===== config.mk =====
export PLATFORM = sky130hd
export DESIGN_NAME = act_skew_feeder
export DESIGN_NICKNAME = d
export VERILOG_FILES = /design/src/rtl/act_skew_feeder.sv
export SDC_FILE = /design/constraint.sdc
export NUM_CORES = 1
export LEC_CHECK = 0
export BUFFER_PORTS_ARGS = -buffer_cell sky130_fd_sc_hd__clkbuf_2
export CAP_MARGIN = 20
export CORE_ASPECT_RATIO = 0.8
export CORE_MARGIN = 5
export CORE_UTILIZATION = 40
export DETAILED_ROUTE_END_ITERATION = 16
export GPL_ROUTABILITY_DRIVEN = 0
export HOLD_SLACK_MARGIN = 0.02
export REMOVE_ABC_BUFFERS = 1
export SETUP_SLACK_MARGIN = 0.05
export SLEW_MARGIN = 20
export SYNTH_ARGS = -nofsm -noshare
export SYNTH_HDL_FRONTEND = slang
export SYNTH_SLANG_ARGS = --single-unit

===== constraint.sdc =====
create_clock -name clk -period 7.3 [get_ports clk]
set_input_delay 0.365 -clock clk [delete_from_list [all_inputs] [get_ports clk]]
set_output_delay 0.365 -clock clk [all_outputs]
set_load 0.05 [all_outputs]

===== src/rtl/act_skew_feeder.sv =====
// Column-edge activation feeder: FIFO-buffered vectors emitted diagonally skewed per row.
// Optional ACT_SKEW_STALL_CNT_EN adds a 16-bit bubble counter output (stall_cnt).
module act_skew_feeder #(
  parameter int unsigned ROWS  = 4,
  parameter int unsigned DW    = 8,
  parameter int unsigned DEPTH = 4
) (
  input  logic                 clk,
  input  logic                 rstn,
  input  logic                 in_valid,
  output logic                 in_ready,
  input  logic [ROWS*DW-1:0]   in_data,
  input  logic                 start,
  input  logic [7:0]           k_len,
  output logic                 busy,
  output logic                 done,
  output logic [ROWS*DW-1:0]   out_a,
  output logic [ROWS-1:0]      out_f
`ifdef ACT_SKEW_STALL_CNT_EN
  ,
  output logic [15:0]          stall_cnt
`endif
);

  localparam int unsigned AW = (DEPTH > 1) ? $clog2(DEPTH) : 1;
  localparam int unsigned CW = AW + 1;
  localparam int unsigned VW = ROWS * DW;

  localparam logic [1:0] S_IDLE  = 2'd0;
  localparam logic [1:0] S_FEED  = 2'd1;
  localparam logic [1:0] S_FLUSH = 2'd2;

  localparam logic [7:0] FLUSH_INIT = 8'(ROWS - 1);

  logic [VW-1:0] mem_q [DEPTH];
  logic [AW-1:0] wptr_q, rptr_q;
  logic [CW-1:0] cnt_q, cnt_d;
  logic          in_ready_q;

  logic [1:0]    state_q, state_d;
  logic [7:0]    rem_q, rem_d;
  logic [7:0]    fl_q, fl_d;
  logic          done_q, done_d;
  logic          busy_q, busy_d;

  logic          push, pop;
  logic [VW-1:0] pop_data;

  assign push     = in_valid && in_ready_q;
  assign pop_data = mem_q[rptr_q];
  assign in_ready = in_ready_q;
  assign busy     = busy_q;
  assign done     = done_q;

  // Next-state, pop decision and FIFO occupancy
  always_comb begin
    state_d = state_q;
    rem_d   = rem_q;
    fl_d    = fl_q;
    done_d  = 1'b0;
    pop     = 1'b0;
    case (state_q)
      S_IDLE: begin
        if (start && !done_q) begin
          if (k_len == 8'd0) begin
            done_d = 1'b1;
          end else begin
            rem_d   = k_len;
            state_d = S_FEED;
          end
        end
      end
      S_FEED: begin
        if (cnt_q != '0) begin
          pop   = 1'b1;
          rem_d = rem_q - 8'd1;
          if (rem_q == 8'd1) begin
            state_d = S_FLUSH;
            fl_d    = FLUSH_INIT;
          end
        end
      end
      S_FLUSH: begin
        if (fl_q == 8'd0) begin
          done_d  = 1'b1;
          state_d = S_IDLE;
        end else begin
          fl_d = fl_q - 8'd1;
        end
      end
      default: state_d = S_IDLE;
    endcase
    // Stay busy through the done cycle of a real tile only.
    busy_d = (state_d != S_IDLE) || (state_q == S_FLUSH);
    cnt_d  = cnt_q + CW'(push) - CW'(pop);
  end

  always_ff @(posedge clk or negedge rstn) begin
    if (!rstn) begin
      state_q    <= S_IDLE;
      rem_q      <= '0;
      fl_q       <= '0;
      done_q     <= 1'b0;
      busy_q     <= 1'b0;
      cnt_q      <= '0;
      in_ready_q <= 1'b1;
      wptr_q     <= '0;
      rptr_q     <= '0;
      for (int i = 0; i < int'(DEPTH); i++) mem_q[i] <= '0;
    end else begin
      state_q    <= state_d;
      rem_q      <= rem_d;
      fl_q       <= fl_d;
      done_q     <= done_d;
      busy_q     <= busy_d;
      cnt_q      <= cnt_d;
      in_ready_q <= (cnt_d != CW'(DEPTH));
      if (push) begin
        mem_q[wptr_q] <= in_data;
        wptr_q        <= wptr_q + AW'(1);
      end
      if (pop) rptr_q <= rptr_q + AW'(1);
    end
  end

  // Row r: r skew stages plus an output stage; data advances only with its valid, so the output holds on bubbles
  for (genvar r = 0; r < int'(ROWS); r++) begin : g_row
    logic          v_q [r+1];
    logic [DW-1:0] d_q [r+1];

    always_ff @(posedge clk or negedge rstn) begin
      if (!rstn) begin
        for (int i = 0; i <= r; i++) begin
          v_q[i] <= 1'b0;
          d_q[i] <= '0;
        end
      end else begin
        v_q[0] <= pop;
        if (pop) d_q[0] <= pop_data[r*DW +: DW];
        for (int i = 1; i <= r; i++) begin
          v_q[i] <= v_q[i-1];
          if (v_q[i-1]) d_q[i] <= d_q[i-1];
        end
      end
    end

    assign out_f[r]           = v_q[r];
    assign out_a[r*DW +: DW]  = d_q[r];
  end

`ifdef ACT_SKEW_STALL_CNT_EN
  logic [15:0] stall_q;
  logic        bubble, start_acc;

  assign bubble    = (state_q == S_FEED) && (cnt_q == '0);
  assign start_acc = (state_q == S_IDLE) && start && !done_q && (k_len != 8'd0);

  always_ff @(posedge clk or negedge rstn) begin
    if (!rstn) begin
      stall_q <= '0;
    end else if (start_acc) begin
      stall_q <= '0;
    end else if (bubble && (stall_q != 16'hFFFF)) begin
      stall_q <= stall_q + 16'd1;
    end
  end

  assign stall_cnt = stall_q;
`endif

endmodule


==> flow_metrics.tcl, run 1 <==
set metrics [dict create \
    crit_slowest_cell "inv_2" \
    slew_headroom_pct 34.2 \
    status "finished clean" \
    crit_family "simple AND/OR/NAND/NOR gates" \
    total_leakage_power_uw 0.00534 \
    power.share.sequential_pct 41.2 \
    layout-drive-gt1-share_pct 43.7 \
    wl_per_cell_um 17.6 \
    wl_met2_mm 9.27 \
    path_class "flop to flop" \
    drc_errors 0 \
    dieWidth_um 190 \
    io_pins 83 \
    r2r_slack_ns 2.85 \
    cts_resized 0 \
    seq_area_frac_synth_pct 58.1 \
    ys_seq_elements 240 \
    critical_path_buf_inv_count 3 \
    top_layer_used "met5" \
    die_area_mm2 0.0292 \
    setup_violations 0 \
    vdd.ir_drop.worst_mv 0.277 \
    wl_mm 20.0 \
    cp.arrival_ns 4.89 \
    antenna_found_initial 1 \
    chipHeight_um 154 \
    grt_max_degree 153 \
    final_antenna_net_count 0 \
    final_core_util_pct 46.6 \
    cts_buffers 26 \
    synth_cells 740 \
    fin_crit_sh_pct 61.0 \
    power.switching_uw 1990 \
    rows 52 \
    overflow 0 \
    port_buffers 82 \
    grt_pass1_vias 5973 \
    yosys.cell_types.count 50 \
    slew_viol_final 0 \
    clock_latency_ns 0.52 \
    drt_first_pass_iters 4 \
    power.density_mw_per_mm2 493 \
    min_to "mem_q[12]" \
    clockPowerShare_pct 21.9 \
    path_clk_slew_ns 0.06 \
    worst-r2r-cell-count 11 \
    hp-class "input port to flop" \
    tightest_slew_ns 0.987 \
    drv_cap 0 \
    combPwrFrac_pct 36.9 \
    r2r-start "state_q[0]" \
    vias_per_cell 5.08 \
    worstSetupStartpointType "flop" \
    path_cells "nor2b_1, nand2b_2, inv_2, ha_1, inv_1, ha_1, inv_1, fa_1, xnor2_1, xnor2_1, nand3b_1" \
    synth_top_area_cell "dfrtp_1" \
    holdWs_ns 0.128 \
    vias 5780 \
    first_iter_violations 331 \
    switching_share_pct 34.2 \
    post_cts_buffers 0 \
    ys_warn_count 0 \
    htreeDepth 1 \
    diodes 0 \
    clock_sinks 240 \
    avgSynthCellArea_um2 14.0 \
    grt_setup_unrepaired "false" \
    skew_ns 0.0151 \
    dp_hpwl_mm 12.3 \
    power_uw 5830 \
    routedLengthMet1_mm 9.61 \
    syn_area_mm2 0.0103 \
    slowest_delay_ns 0.90 \
    r2r-end "in_ready" \
    path_max_fanout 40 \
    nets 849 \
    synth_top_area_share_pct 57.8 \
    yosys-top-cells-area "dfrtp_1, mux2_2, mux4_2, nand2_1, buf_4" \
    cts_root_buf "clkbuf_16" \
    clockBufferDepth 3 \
    period_needed_ns 4.45 \
    cp_data_required_time_ns 7.74 \
    cts_tree "built" \
    hold_depth 2 \
    worstHoldStart "in_data[12]" \
    met3_length_um 859 \
    grt_pass1_wl_mm 33.4 \
    cp-end-kind "flop" \
    power.internal_uw 3840 \
    grtUsageTotal_pct 14.0 \
    finalHoldViolCount 0 \
    fmax_mhz 224 \
    fin_tns_setup_ns 0 \
    initial_core_util_pct 40.8 \
    core-area_mm2 0.0254 \
    area_growth_pct 14.3 \
]
[flip-flops by register name, indices dropped and copies added, names as in the netlist, 2 cells and up]
name       count
cnt_q          3
fl_q           8
g_row.d_q     56
g_row.v_q      3
mem_q        128
out_a         24
rem_q          8
rptr_q         2
state_q        2
wptr_q         2
[metal layers]
metal	track usage, %	up-vias
li1	-	2711
met1	20.0	2950
met2	22.3	91
met3	3.06	26
met4	2.86	2
met5	0	-
[metrics by stage]
step,worst slack [ns],instances,instance area (um2)
4_1_cts,2.69,1137,11800
2_1_floorplan,3.60,677,9980
3_5_place_dp,2.69,1090,11000
3_3_place_gp,2.87,1086,10900
5_1_grt,2.34,1137,11800
6_report,2.85,1137,11800
[how the worst max path moves through the flow]
| stage | endpoint | start | cells past startpoint | slack [ns] |
|---|---|---|---|---|
| after floorplan | in_ready | state_q[0] | 11 | 3.60 |
| after global placement | in_ready | state_q[0] | 11 | 2.87 |
| after detailed placement | in_ready | state_q[0] | 11 | 2.69 |
| after CTS | in_ready | state_q[0] | 11 | 2.69 |
| after global routing | in_ready | state_q[0] | 11 | 2.34 |
| final | in_ready | state_q[0] | 11 | 2.85 |
[power groups by stage]
stage	Sequential [uW]	Combinational [uW]	Clock, uW
2_1_floorplan	2660	1370	0
3_3_place_gp	2420	2130	0
3_5_place_dp	2440	2190	0
4_1_cts	2420	2200	1310
5_1_grt	2490	2370	1370
6_report	2400	2150	1280
[synth_stat cells (all sizes together)]
cell type    n
inv         11
nor2         9
o221a        1
a21oi        8
nor3         5
nand3        8
a21boi       1
o32ai        1
a21o         1
o2bb2a       2
or2          2
nand2      108
nand3b       1
xor2         1
or4          2
a31o         1
mux2       177
mux4        32
or3          3
nor4         5
a22oi        4
xnor2        6
o31ai        2
nand2b       5
a2bb2oi      3
a31oi        1
o311a        1
fa           1
or3b         3
dfrtp      239
and2         1
nor2b        3
clkbuf      17
o211ai       4
o22ai        3
mux2i        4
buf         46
o21ai        6
ha           9
or4b         2
dfstp        1
[cell type report]
cell class              count  area (um2)
repair buffers             90         561
flip-flops and latches    240        6010
fillers                  2274       13600
clock buffers              42         792
clock inverters             4        47.5
inverters                  11        41.3
well taps                 324         405
multi-input cells         426        3960
[logic make-up (layout without fill, tap and decap cells)]
| group | Yosys count | in the layout | share of synthesized area (%) |
|---|---|---|---|
| AO/OA/AOI/OAI | 39 | 39 | 2.65 |
| XOR/XNOR | 7 | 7 | 0.593 |
| adder cells (fa/ha/maj) | 10 | 10 | 1.28 |
| buffers and inverters | 74 | 147 | 3.85 |
| flip-flops | 240 | 240 | 58.1 |
| multiplexers | 213 | 213 | 26.6 |
| AND/OR/NAND/NOR | 157 | 157 | 6.91 |
[layout by cell type (no fill, tap or decap), drive strengths merged, types with 9 or more instances in the layout]
master	n
clkbuf	123
mux4	32
nand2	108
dfrtp	239
inv	11
nor2	9
ha	9
mux2	177
[what timing repair did]
action,CTS,global route
endpoints found under the hold margin,87,0
setup endpoints to repair,0,0
hold buffers,1,0
Power figures use the tool's default switching activity.
==> inputs of run 2 (changes only) <==
clock period = 4.5 ns   (was 7.3 ns; I/O delays follow)
==> run 2 against run 1 <==
Compared with the run above: critical path depth is the same; via count grew 3.1%; fmax grew 53%; sequential share of layout area shrank 1.2 points; utilization grew 1.1 points.
==> flow_metrics.tcl, run 2 (synthesized netlist as in run 1, its figures left out) <==
set metrics [dict create \
    io_pins 83 \
    grt_max_degree 114 \
    grt_setup_unrepaired "false" \
    path_class "flop to flop" \
    grtUsageTotal_pct 14.4 \
    grt_pass1_vias 6260 \
    vdd.ir_drop.worst_mv 0.393 \
    wl_per_cell_um 17.6 \
    nFillCells 2321 \
    cp.arrival_ns 3.33 \
    largest_reg_flops 128 \
    worstSetupStartpointType "flop" \
    first_iter_violations 271 \
    placed_cell_area_mm2 0.0110 \
    setup_violations 0 \
    layout-drive-gt1-share_pct 42.2 \
    multiInputGateArea_mm2 0.00396 \
    period_needed_ns 2.91 \
    fin_crit_sh_pct 64.8 \
    hold_depth 3 \
    htreeDepth 1 \
    seq_area_mm2 0.00601 \
    tightest_slew_ns 1.01 \
    fmax_mhz 343 \
    chipHeight_um 154 \
    area_growth_pct 17.0 \
    core-area_mm2 0.0254 \
    cts_tree "built" \
    final_area_mm2 0.0121 \
    path_clk_slew_ns 0.06 \
    path_max_fanout 15 \
    port_buffers 82 \
    clock_latency_ns 0.50 \
    power_uw 9370 \
    overflow 0 \
    drt_first_pass_iters 4 \
    initial_core_util_pct 40.8 \
    hp-class "input port to flop" \
    cts_resized 0 \
    wl_mm 20.6 \
    dp_hpwl_mm 12.7 \
    worst-r2r-cell-count 11 \
    final_cell_mix "dfrtp_1, mux2_2, nand2_1" \
    finalHoldViolCount 0 \
    final_common_cell "dfrtp_1" \
    total_leakage_power_uw 0.00546 \
    die_area_mm2 0.0292 \
    final_antenna_net_count 0 \
    fin_tns_setup_ns 0 \
    drc_errors 0 \
    cts_buffers 25 \
    final_core_util_pct 47.7 \
    nets 884 \
    clockBufferDepth 3 \
    vias 5959 \
    antenna_found_initial 1 \
    slew_viol_final 0 \
    status "finished clean" \
    slew_headroom_pct 32.5 \
    cp_data_required_time_ns 4.91 \
    rows 52 \
    grt_pass1_wl_mm 34.5 \
    cp-end-kind "flop" \
    top_register "mem_q" \
    skew_ns 0.00704 \
    drv_cap 0 \
    dieWidth_um 190 \
    clock_sinks 240 \
    vias_per_cell 5.09 \
    cts_root_buf "clkbuf_16" \
    power.density_mw_per_mm2 774 \
]
## run 2: cell count changes in the layout (fill, tap and decap cells not counted), sizes merged
cell and change:
clkinv +3, dlygate4sd3 +34, clkbuf -4, clkinvlp -1, buf +2, diode +1
bufinv -1
## run 2: path summary, 6_finish.rpt
check | startpoint | slack, ns | end
max in group asynchronous | rstn | 3.11 | g_row[3].d_q[12]
max | state_q[0] | 1.59 | in_ready
min in group asynchronous | rstn | 0.35 | g_row[0].d_q[3]
min | k_len[7] | 0.05 | rem_q[7]
max reg2reg | state_q[0] | 1.59 | in_ready
min reg2reg | g_row[2].d_q[20] | 0.47 | g_row[2].d_q[20]
## run 2: power breakdown
part | internal, uW | total [uW] | switching [uW] | leakage, uW
logic | 1770 | 3510 | 1740 | 0.00221
registers | 3230 | 3930 | 705 | 0.00287
clock network | 1130 | 1920 | 793 | 0.000385
total | 6130 | 9370 | 3240 | 0.00546
## run 2: final cells by class
type | count | area share, %
well taps | 324 | 3.35
repair buffers | 126 | 7.51
clock inverters | 5 | 0.207
inverters | 11 | 0.341
flip-flops and latches | 240 | 49.7
diodes | 1 | 0.0207
clock buffers | 38 | 6.15
multi-input cells | 426 | 32.7
## run 2: layer usage
layer | GRT usage, % | up-vias | wire length [um] | part of all wire (%)
li1 | - | 2772 | - | -
met1 | 21.3 | 3050 | 10100 | 49
met2 | 22.3 | 104 | 9300 | 45
met3 | 2.58 | 33 | 737 | 3.6
met4 | 3.44 | 0 | 418 | 2.0
met5 | 0 | - | 0 | 0
## run 2: per-stage QoR
step                hold WS [ns]  instances  setup slack (ns)
floorplan                -0.0706        677             0.800
global placement           0.367       1088              1.74
detailed placement         0.370       1092              1.62
CTS                       0.0327       1170              1.60
global route              0.0671       1171              1.38
finish                    0.0548       1171              1.59
## run 2: worst max-delay path, stage by stage, from the launching register on
cell      delay (ns)
dfrtp_1         0.49
nor2b_1         0.84
nand2b_2        0.13
inv_2           0.09
ha_1            0.22
inv_1           0.06
ha_1            0.13
inv_1           0.05
fa_1            0.37
xnor2_1         0.18
xnor2_1         0.16
nand3b_1        0.11
## run 2: timing repair
item / 4_1_cts / 5_1_grt
endpoints found under the hold margin: 239 / 0
hold buffers: 35 / 0
buffers inserted: 0 / 0
==> inputs of run 3 (changes only) <==
clock period = 2.78 ns   (was 4.5 ns; I/O delays follow)
==> run 3 against run 2 <==
Compared with the run above: wire length is 0.72% higher; worst hold slack worse by 0.010 ns; final cell count is 1.3% higher; critical path type is now input port to flop.
==> flow_metrics.tcl, run 3 (synthesized netlist as in run 1, its figures left out) <==
set metrics [dict create \
    status "finished clean" \
    drv_cap 0 \
    instances_no_fill 1186 \
    rows 52 \
    finalHoldViolCount 0 \
    final_antenna_net_count 0 \
    io_pins 83 \
    cp-end-kind "flop" \
    cp.arrival_ns 3.13 \
    path_clk_slew_ns 0.06 \
    path_max_fanout 3 \
    total_leakage_power_uw 0.00550 \
    vias_per_cell 5.12 \
    dp_hpwl_mm 12.7 \
    nets 897 \
    vias 6075 \
    min_to "wptr_q[0]" \
    slew_viol_final 0 \
    power_uw 15100 \
    cp_data_required_time_ns 3.23 \
    cts_root_buf "clkbuf_16" \
    slew_headroom_pct 41.0 \
    wl_per_cell_um 17.5 \
    place_inst 1099 \
    clock_latency_ns 0.52 \
    htreeDepth 1 \
    hp-class "input port to flop" \
    fmax_mhz 373 \
    cts_buffers 25 \
    core-area_mm2 0.0254 \
    first_iter_violations 352 \
    antenna_found_initial 1 \
    final_common_cell "dfrtp_1" \
    skew_ns 0.0180 \
    largest_reg_flops 128 \
    drt_first_pass_iters 4 \
    drc_errors 0 \
    die_area_mm2 0.0292 \
    worstSetupStartpointType "input port" \
    overflow 0 \
    grtUsageTotal_pct 14.7 \
    grt_max_degree 89 \
    clockBufferDepth 3 \
    initial_core_util_pct 40.8 \
    tightest_slew_ns 0.885 \
    r2r-end "in_ready" \
    worst-r2r-cell-count 11 \
    vdd.ir_drop.worst_mv 0.584 \
    port_buffers 82 \
    worstHoldStart "in_valid" \
    fin_crit_sh_pct 96.4 \
    grt_pass1_wl_mm 35.2 \
    top_register "mem_q" \
    clock_sinks 240 \
    setup_violations 0 \
    hold_depth 3 \
    chipHeight_um 154 \
    r2r-start "cnt_q[1]" \
    period_needed_ns 2.68 \
    final_cell_mix "dfrtp_1, mux2_2, nand2_1" \
    fin_tns_setup_ns 0 \
    post_cts_buffers 0 \
    grt_pass1_vias 6417 \
    layout-drive-gt1-share_pct 42.2 \
    path_class "input port to flop" \
    grt_setup_unrepaired "false" \
    power.density_mw_per_mm2 1240 \
    cts_tree "built" \
    wl_mm 20.7 \
    area_growth_pct 17.8 \
    dieWidth_um 190 \
    r2r_slack_ns 0.49 \
    nFillCells 2294 \
]
==> run 3: cell type report <==
class | count | area, um2 | area share [%]
multi-input combinational | 426 | 3970 | 32.6
clock buffer | 39 | 718 | 5.90
sequential | 240 | 6010 | 49.4
clock inverter | 6 | 33.8 | 0.277
timing repair buffer | 139 | 1000 | 8.22
inverter | 11 | 41.3 | 0.339
tap | 324 | 405 | 3.33
antenna | 1 | 2.50 | 0.0205
==> run 3: stage by stage <==
| step | util [%] | instance area (um2) | worst slack [ns] | hold WS (ns) |
|---|---|---|---|---|
| finish | 48.0 | 12200 | 0.0997 | 0.0448 |
| global route | 48.0 | 12200 | 0.0913 | 0.0562 |
| CTS | 48.0 | 12200 | 0.0682 | 0.0245 |
| detailed placement | 43.4 | 11000 | 0.476 | 0.199 |
| global placement | 43.4 | 11000 | 0.532 | 0.204 |
| floorplan | - | 9980 | -0.920 | -0.157 |
==> run 3: routing by layer <==
layer | up-vias | routed length (um) | track usage [%] | part of all wire [%]
met5 | - | 0 | 0 | 0
met4 | 0 | 397 | 3.17 | 1.9
met3 | 36 | 822 | 2.77 | 4.0
met2 | 91 | 9510 | 22.8 | 46
met1 | 3140 | 9980 | 21.7 | 48
li1 | 2808 | - | - | -
==> run 3: critical path: stages <==
cell           delay (ns)
dlygate4sd3_1        0.54
clkbuf_2             0.12
nor4_2               0.39
dlygate4sd3_1        0.63
nand2_1              0.05
dlygate4sd3_1        0.57
o32ai_1              0.11
dlygate4sd3_1        0.58
==> run 3: how the worst max path moves through the flow <==
stage | slack (ns) | to | from
after floorplan | -0.92 | in_ready | state_q[0]
after global placement | 0.53 | in_ready | cnt_q[1]
after detailed placement | 0.48 | in_ready | cnt_q[1]
after CTS | 0.07 | done | k_len[5]
after global routing | 0.09 | done | k_len[5]
final | 0.1 | done | k_len[5]
==> run 3: timing repair <==
item,CTS,global route
endpoints found under the hold margin,218,0
setup endpoints to repair,0,1
hold buffers,41,0
gates resized for setup,0,1
==> run 3: power by group <==
group	leakage (uW)	switching, uW	total, uW	internal, uW
sequential	0.00287	1040	6270	5230
combinational	0.00226	2910	5790	2880
clock	0.000372	1310	3080	1770
